<file path="config.mk">
export PLATFORM = sky130hd
export DESIGN_NAME = mem_stage
export DESIGN_NICKNAME = d
export VERILOG_FILES = /design/src/rtl/mem_stage_pkg.sv /design/src/rtl/mem_stage_branch_cond_eval.sv /design/src/rtl/mem_stage.sv
export SDC_FILE = /design/constraint.sdc
export NUM_CORES = 1
export LEC_CHECK = 0
export ABC_AREA = 1
export ABC_CLOCK_PERIOD_IN_PS = 5000
export CORE_MARGIN = 5
export CORE_UTILIZATION = 38
export DETAILED_ROUTE_END_ITERATION = 16
export PLACE_DENSITY = 0.77
export SETUP_SLACK_MARGIN = 0.02
export SYNTH_ARGS = -nofsm -noshare
export SYNTH_HDL_FRONTEND = slang
export SYNTH_SLANG_ARGS = --single-unit
</file>
<file path="constraint.sdc">
create_clock -name clk -period 5 [get_ports clk]
set_input_delay 1 -clock clk [delete_from_list [all_inputs] [get_ports clk]]
set_output_delay 1 -clock clk [all_outputs]
set_load 0.05 [all_outputs]
</file>
<file path="src/rtl/mem_stage_pkg.sv">
// Shared encodings for the memory stage: memory-op codes, branch condition
// codes, NZCV bit positions and the stage FSM state type.
package mem_stage_pkg;

  localparam logic [1:0] MEM_NONE  = 2'b00;
  localparam logic [1:0] MEM_LOAD  = 2'b01;
  localparam logic [1:0] MEM_STORE = 2'b10;

  localparam logic [3:0] BR_NONE   = 4'b0000;
  localparam logic [3:0] BR_ALWAYS = 4'b0001;
  localparam logic [3:0] BR_EQ     = 4'b0010;
  localparam logic [3:0] BR_NE     = 4'b0011;
  localparam logic [3:0] BR_LT     = 4'b0100;
  localparam logic [3:0] BR_GE     = 4'b0101;
  localparam logic [3:0] BR_CS     = 4'b0110;
  localparam logic [3:0] BR_CC     = 4'b0111;

  localparam int unsigned FLAG_N = 3;
  localparam int unsigned FLAG_Z = 2;
  localparam int unsigned FLAG_C = 1;
  localparam int unsigned FLAG_V = 0;

  typedef enum logic [0:0] {
    ST_IDLE   = 1'b0,
    ST_ACCESS = 1'b1
  } state_t;

endpackage

</file>
<file path="src/rtl/mem_stage_branch_cond_eval.sv">
// Combinational branch resolution: decides whether a condition code is
// satisfied by the given NZCV flags.
module branch_cond_eval
  import mem_stage_pkg::*;
(
  input  logic [3:0] flags,
  input  logic [3:0] code,
  output logic       taken
);

  always_comb begin
    taken = 1'b0;
    case (code)
      BR_ALWAYS: taken = 1'b1;
      BR_EQ:     taken = flags[FLAG_Z];
      BR_NE:     taken = ~flags[FLAG_Z];
      BR_LT:     taken = flags[FLAG_N] ^ flags[FLAG_V];
      BR_GE:     taken = ~(flags[FLAG_N] ^ flags[FLAG_V]);
      BR_CS:     taken = flags[FLAG_C];
      BR_CC:     taken = ~flags[FLAG_C];
      default:   taken = 1'b0;
    endcase
  end

endmodule

</file>
<file path="src/rtl/mem_stage.sv">
// Pipeline memory stage: load/store over a req/ack port with timeout,
// branch resolution against the NZCV register, and the writeback latch.
module mem_stage
  import mem_stage_pkg::*;
#(
  parameter int unsigned ACK_TIMEOUT = 16
) (
  input  logic        clk,
  input  logic        rst,
  input  logic        ex_valid,
  input  logic [31:0] ex_alu_result,
  input  logic [31:0] ex_store_data,
  input  logic [5:0]  ex_rd,
  input  logic [1:0]  ex_mem_op,
  input  logic [3:0]  ex_branch,
  input  logic [31:0] ex_new_pc,
  input  logic        ex_set_cond,
  input  logic [3:0]  ex_cond,
  output logic [3:0]  alu_cond,
  output logic        stall,
  output logic        redirect_valid,
  output logic [31:0] redirect_pc,
  output logic        mem_req,
  output logic        mem_we,
  output logic [31:0] mem_addr,
  output logic [31:0] mem_wdata,
  input  logic [31:0] mem_rdata,
  input  logic        mem_ack,
  output logic        mem_fault,
  output logic        wb_valid,
  output logic [5:0]  wb_rd,
  output logic [31:0] wb_data
);

  localparam logic [7:0] TMO_LAST = 8'(ACK_TIMEOUT - 1);

  state_t      state;
  logic [3:0]  flags;
  logic [7:0]  tmo_cnt;
  logic [5:0]  acc_rd;
  logic        acc_we;
  logic        br_taken;
  logic        accept;
  logic        is_mem;

  branch_cond_eval u_branch_cond_eval (
    .flags (flags),
    .code  (ex_branch),
    .taken (br_taken)
  );

  // A redirect pulse marks the shadow cycle; its instruction is squashed.
  assign accept   = (state == ST_IDLE) && ex_valid && !redirect_valid;
  assign is_mem   = (ex_mem_op == MEM_LOAD) || (ex_mem_op == MEM_STORE);

  assign alu_cond = flags;
  assign stall    = (state == ST_ACCESS);
  assign mem_req  = (state == ST_ACCESS);
  assign mem_we   = (state == ST_ACCESS) && acc_we;

  always_ff @(posedge clk or posedge rst) begin
    if (rst) begin
      state          <= ST_IDLE;
      flags          <= '0;
      tmo_cnt        <= '0;
      acc_rd         <= '0;
      acc_we         <= 1'b0;
      mem_addr       <= '0;
      mem_wdata      <= '0;
      redirect_valid <= 1'b0;
      redirect_pc    <= '0;
      mem_fault      <= 1'b0;
      wb_valid       <= 1'b0;
      wb_rd          <= '0;
      wb_data        <= '0;
    end else begin
      wb_valid       <= 1'b0;
      redirect_valid <= 1'b0;
      mem_fault      <= 1'b0;
      case (state)
        ST_IDLE: begin
          if (accept) begin
            if (is_mem) begin
              if (ex_alu_result[1:0] != 2'b00) begin
                mem_fault <= 1'b1;
              end else begin
                mem_addr  <= ex_alu_result;
                mem_wdata <= ex_store_data;
                acc_rd    <= ex_rd;
                acc_we    <= (ex_mem_op == MEM_STORE);
                tmo_cnt   <= '0;
                state     <= ST_ACCESS;
              end
            end else begin
              wb_valid <= (ex_rd != '0);
              wb_rd    <= ex_rd;
              wb_data  <= ex_alu_result;
              if (ex_set_cond) flags <= ex_cond;
              if (br_taken) begin
                redirect_valid <= 1'b1;
                redirect_pc    <= ex_new_pc;
              end
            end
          end
        end
        ST_ACCESS: begin
          if (mem_ack) begin
            if (!acc_we) begin
              wb_valid <= (acc_rd != '0);
              wb_rd    <= acc_rd;
              wb_data  <= mem_rdata;
            end
            state <= ST_IDLE;
          end else if (tmo_cnt == TMO_LAST) begin
            mem_fault <= 1'b1;
            state     <= ST_IDLE;
          end else begin
            tmo_cnt <= tmo_cnt + 8'd1;
          end
        end
        default: state <= ST_IDLE;
      endcase
    end
  end

endmodule

</file>
* Word level (Yosys, flattened, before mapping) *
Index checks and enable logic that the tools add are counted.

storage, ports and cells
  register bits after elaboration = 157
  bits of input ports = 149
  output and inout bits = 144

operators by class
  add/sub/neg operators = 1
  multiplexer cells = 38
  eq/ne operators = 18
  bitwise logic cells = 7
  reduce and logical (&&, ||, !) cells = 13

operators with widths
  kind                                                                    count
  32-bit 2-to-1 mux                                                       4
  32-bit one-hot mux with 2 select lines                                  1
  8-bit 2-to-1 mux                                                        5
  6-bit 2-to-1 mux                                                        4
  1-bit 2-to-1 mux                                                        18
  4-bit by 3-bit equality test with 1-bit output (second input constant)  4
  2-bit inequality test (second input constant)                           8
  8-bit one-hot mux with 2 select lines                                   1
  4-bit AND reduction                                                     4
  6-bit one-hot mux with 2 select lines                                   1
  6-bit nonzero test                                                      2
  8-bit by 1-bit adder with 8-bit output (second input constant)          1
  4-bit by 2-bit equality test with 1-bit output (second input constant)  2
  8-bit by 4-bit equality test with 1-bit output (second input constant)  1
  1-bit one-hot mux with 7 select lines                                   1
  1-bit inverter                                                          6
  1-bit one-hot mux with 2 select lines                                   3
  5-bit AND reduction                                                     1
  4-bit by 1-bit equality test with 1-bit output (second input constant)  1
  1-bit logical AND                                                       3
  2-bit by 1-bit equality test with 1-bit output (second input constant)  1
  2-bit equality test (second input constant)                             1
  2-bit nonzero test                                                      1
  1-bit logical NOT                                                       1
  other kinds (2)                                                         2

* Depth between registers and ports, before layout *
  depth after elaboration = 7
  depth in mapped cells = 10

* Cells and area by module *
A second synthesis with hierarchy kept.

second synthesis, totals
  cells, all modules = 807
  area total of the unflattened synthesis = 6907.9 um^2

by module, submodules not included
  module            times used  cells an instance  area each (um^2)
  mem_stage         1           772                6765.2
  branch_cond_eval  1           35                 142.6

* Worst setup path after synthesis *
Ideal clock, no wire load.

  kind = register -> output
  start = reg state, in the netlist mem_req
  end = out mem_we
  stages on the path, launching flop included = 5
  slack = 2453 ps
  arrival = 1547 ps
  required time = 4000 ps
  path through = dfrtp_1 -> buf_2 -> buf_1 -> nand2_1 -> inv_1

on the way
  cells in the longest elaborated chain, start to end = 1

ends and longest elaborated chain
  item                      RTL line          source
  start: declaration        mem_stage.sv:37   state_t state;
  start signal: assignment  mem_stage.sv:63   state <= ST_IDLE;
  start signal: assignment  mem_stage.sv:92   state <= ST_ACCESS;
  start signal: assignment  mem_stage.sv:113  state <= ST_IDLE;
  1-bit logical AND         mem_stage.sv:59   assign mem_we = (state == ST_ACCESS) && acc_we;
  end: declaration          mem_stage.sv:24   output logic mem_we,

No other way between the ends.

* Worst setup path in the final report *
Same ends and word-level chain as after synthesis.

==> qor.yml <==
worst_setup_path:
  critical_path_class: "register to output port"
  critPathArrivalTime_ns: 2.32
  path_max_fanout: 20
  reg2reg_depth: 8
  critPathRequiredTime_ns: 4.00
  critPathLaunchType: "register"
  worst_setup_path_end_kind: "output port"
placement:
  place_congestion: 0.807
  placed_area_sq_um: 9650
  pre_cts_slack_ns: 1.49
  port-buffer-count: 292
  hpwl_microns: 14900
final_layout:
  area_delta_synth_final_pct: 55.7
  num_antenna_cells: 0
  drive_gt1_share_pct: 4.61
  stdcell_area_sq_um: 10300
  fin_nets: 1201
  final_cell_mix: "nand2_1 (371), clkdlybuf4s50_1 (292), dfrtp_1 (157)"
  final_common_cell: "nand2_1"
clocking:
  path_clk_slew_ns: 0.06
  ctsResizeCount: 0
  cts_buffer_depth: 2
  cts-buffers-inserted: 17
  holdBufCountCts: 0
  cts_tree: "done"
  clkSinkCount: 157
  post-cts-setup-buffers: 0
  root_buffer: "clkbuf_16"
  clk_latency_ns: 0.42
  h-tree-depth: 4
detailed_routing:
  drt_iter0_markers: 268
  drc: 0
  num_vias: 6182
  wl_microns: 21000
  wl_per_cell_microns: 16.3
  ant_nets: 0
  avgViaCountPerCell: 4.80
  first_pass_iters: 5
run:
  drv_cap: 0
yosys:
  yosys_warnings: 0
  synth_seq_cells: 157
  synth_edf_count: 0
  ys_types: 29
  synth_ff_type: "dfrtp_1"
  netlist_instances: 775
  syn_nets: 926
  synth_area_sq_um: 6620
  syn_area_per_cell_sq_um: 8.54
  seq_area_frac_synth_pct: 59.3
  async_flop_share_pct: 100
global_routing:
  track_usage_pct: 20.7
  antenna_found_initial: 0
  grt_pass1_wl_microns: 32900
  grt_pass1_vias: 6187
  grt_start_max_net_pins: 158
  grt.overflow.total: 0
timing:
  tightest_slew_ns: 0.891
  setup_viol: 0
  setup_slack_ns: 1.68
  fin_tns_setup_ns: 0
  max_freq_mhz: 301
  finalHoldViolations: 0
  drv_slew: 0
  period_share_pct: 66.4
  finClkSkew_ns: 0.0114
  relSlewSlack_pct: 40.6
  fin_crit_ns: 3.32
  rsz0062_at_grt: "no"
  holdWs_ns: 0.471
die:
  core_sq_um: 17200
  ios: 293
  die-area_sq_um: 20200
  std_cell_rows: 48
  fp.dieH_microns: 142
  start_util_pct: 38.5
  die_w_microns: 142
power_and_ir_drop:
  vdd_drop_max_mv: 0.316
  power.density_nw_per_um2: 567
  p_leak_uw: 0.00484
status:
  status: "finished clean"
min_path:
  hold_class: "register to register"
  worstHoldPathCells: 2
==> flip-flops by register name, summed over array words and instances (netlist names) <==
signal and cells:
mem_req 1, wb_rd 6, wb_valid 1, redirect_pc 32, mem_addr 32, tmo_cnt 8, redirect_valid 1, mem_fault 1
mem_wdata 32, acc_rd 6, wb_data 32, alu_cond 4, acc_we 1
==> critical path, cell delays in order, from the launching register on <==
cell,delay (ns)
dfrtp_1,0.90
nand2_1,0.10
inv_1,0.09
clkdlybuf4s50_1,0.82
==> cells in the mapped netlist, types with 3 or more instances <==
master / count / share of area [%]
a31oi_1: 38 / 3.6
nor2_1: 55 / 3.1
nand3_1: 45 / 3.4
buf_2: 16 / 1.2
nand4_1: 5 / 0.47
clkbuf_1: 11 / 0.62
dfrtp_1: 157 / 59
buf_6: 3 / 0.51
nand2_1: 371 / 21
inv_1: 23 / 1.3
buf_4: 12 / 1.4
inv_2: 3 / 0.17
xor2_1: 3 / 0.40
o21ai_0: 14 / 1.1
==> stage by stage <==
step           cells  power, uW  utilization (%)
3_3_place_gp    1256       4400             56.2
5_1_grt         1287       6120             60.0
2_1_floorplan    775       3450                -
3_5_place_dp    1256       4430             56.2
4_1_cts         1287       5900             60.0
6_report        1287       5850             60.0
==> routing by layer <==
layer  up-vias  global-route usage (%)  wire (microns)
met2       255                    33.6            9710
met5         -                       0               0
met3        11                    8.47            2240
met1      2912                    26.2            8850
li1       3004                       -               -
met4         0                    4.49             167
==> cell families after synthesis <==
| logic type | after synthesis | synth area share, % |
|---|---|---|
| AO/OA/AOI/OAI | 58 | 5.25 |
| flip-flops | 157 | 59.3 |
| AND/OR/NAND/NOR | 484 | 29.1 |
| XOR/XNOR | 3 | 0.397 |
| buffers and inverters | 70 | 5.37 |
| multiplexers | 1 | 0.170 |
| adder cells (fa/ha/maj) | 2 | 0.378 |
==> power breakdown <==
| part | total (uW) | switching [uW] | leakage (uW) | internal, uW |
|---|---|---|---|---|
| Sequential | 1840 | 217 | 0.00193 | 1630 |
| Combinational | 2550 | 1710 | 0.00260 | 838 |
| Clock | 1450 | 543 | 0.000308 | 905 |
==> path summary, 6_finish.rpt <==
path,from,end,slack (ns)
worst min-delay path,redirect_pc[25],redirect_pc[25],0.47
worst min register to register,redirect_pc[25],redirect_pc[25],0.47
max in group asynchronous,rst,mem_wdata[0],3.18
worst max-delay path,mem_req,mem_we,1.68
min in group asynchronous,rst,wb_data[13],1.18
worst max register to register,mem_req,redirect_pc[3],2.03
==> final cells by class <==
cell class	instances	area [sq um]
repair buffers	299	2990
clock buffers	19	443
multi-input cells	548	2340
clock inverters	12	210
well taps	225	282
fillers	1522	6870
inverters	27	110
flip-flops and latches	157	3930
(Power assumes the default switching activity.)
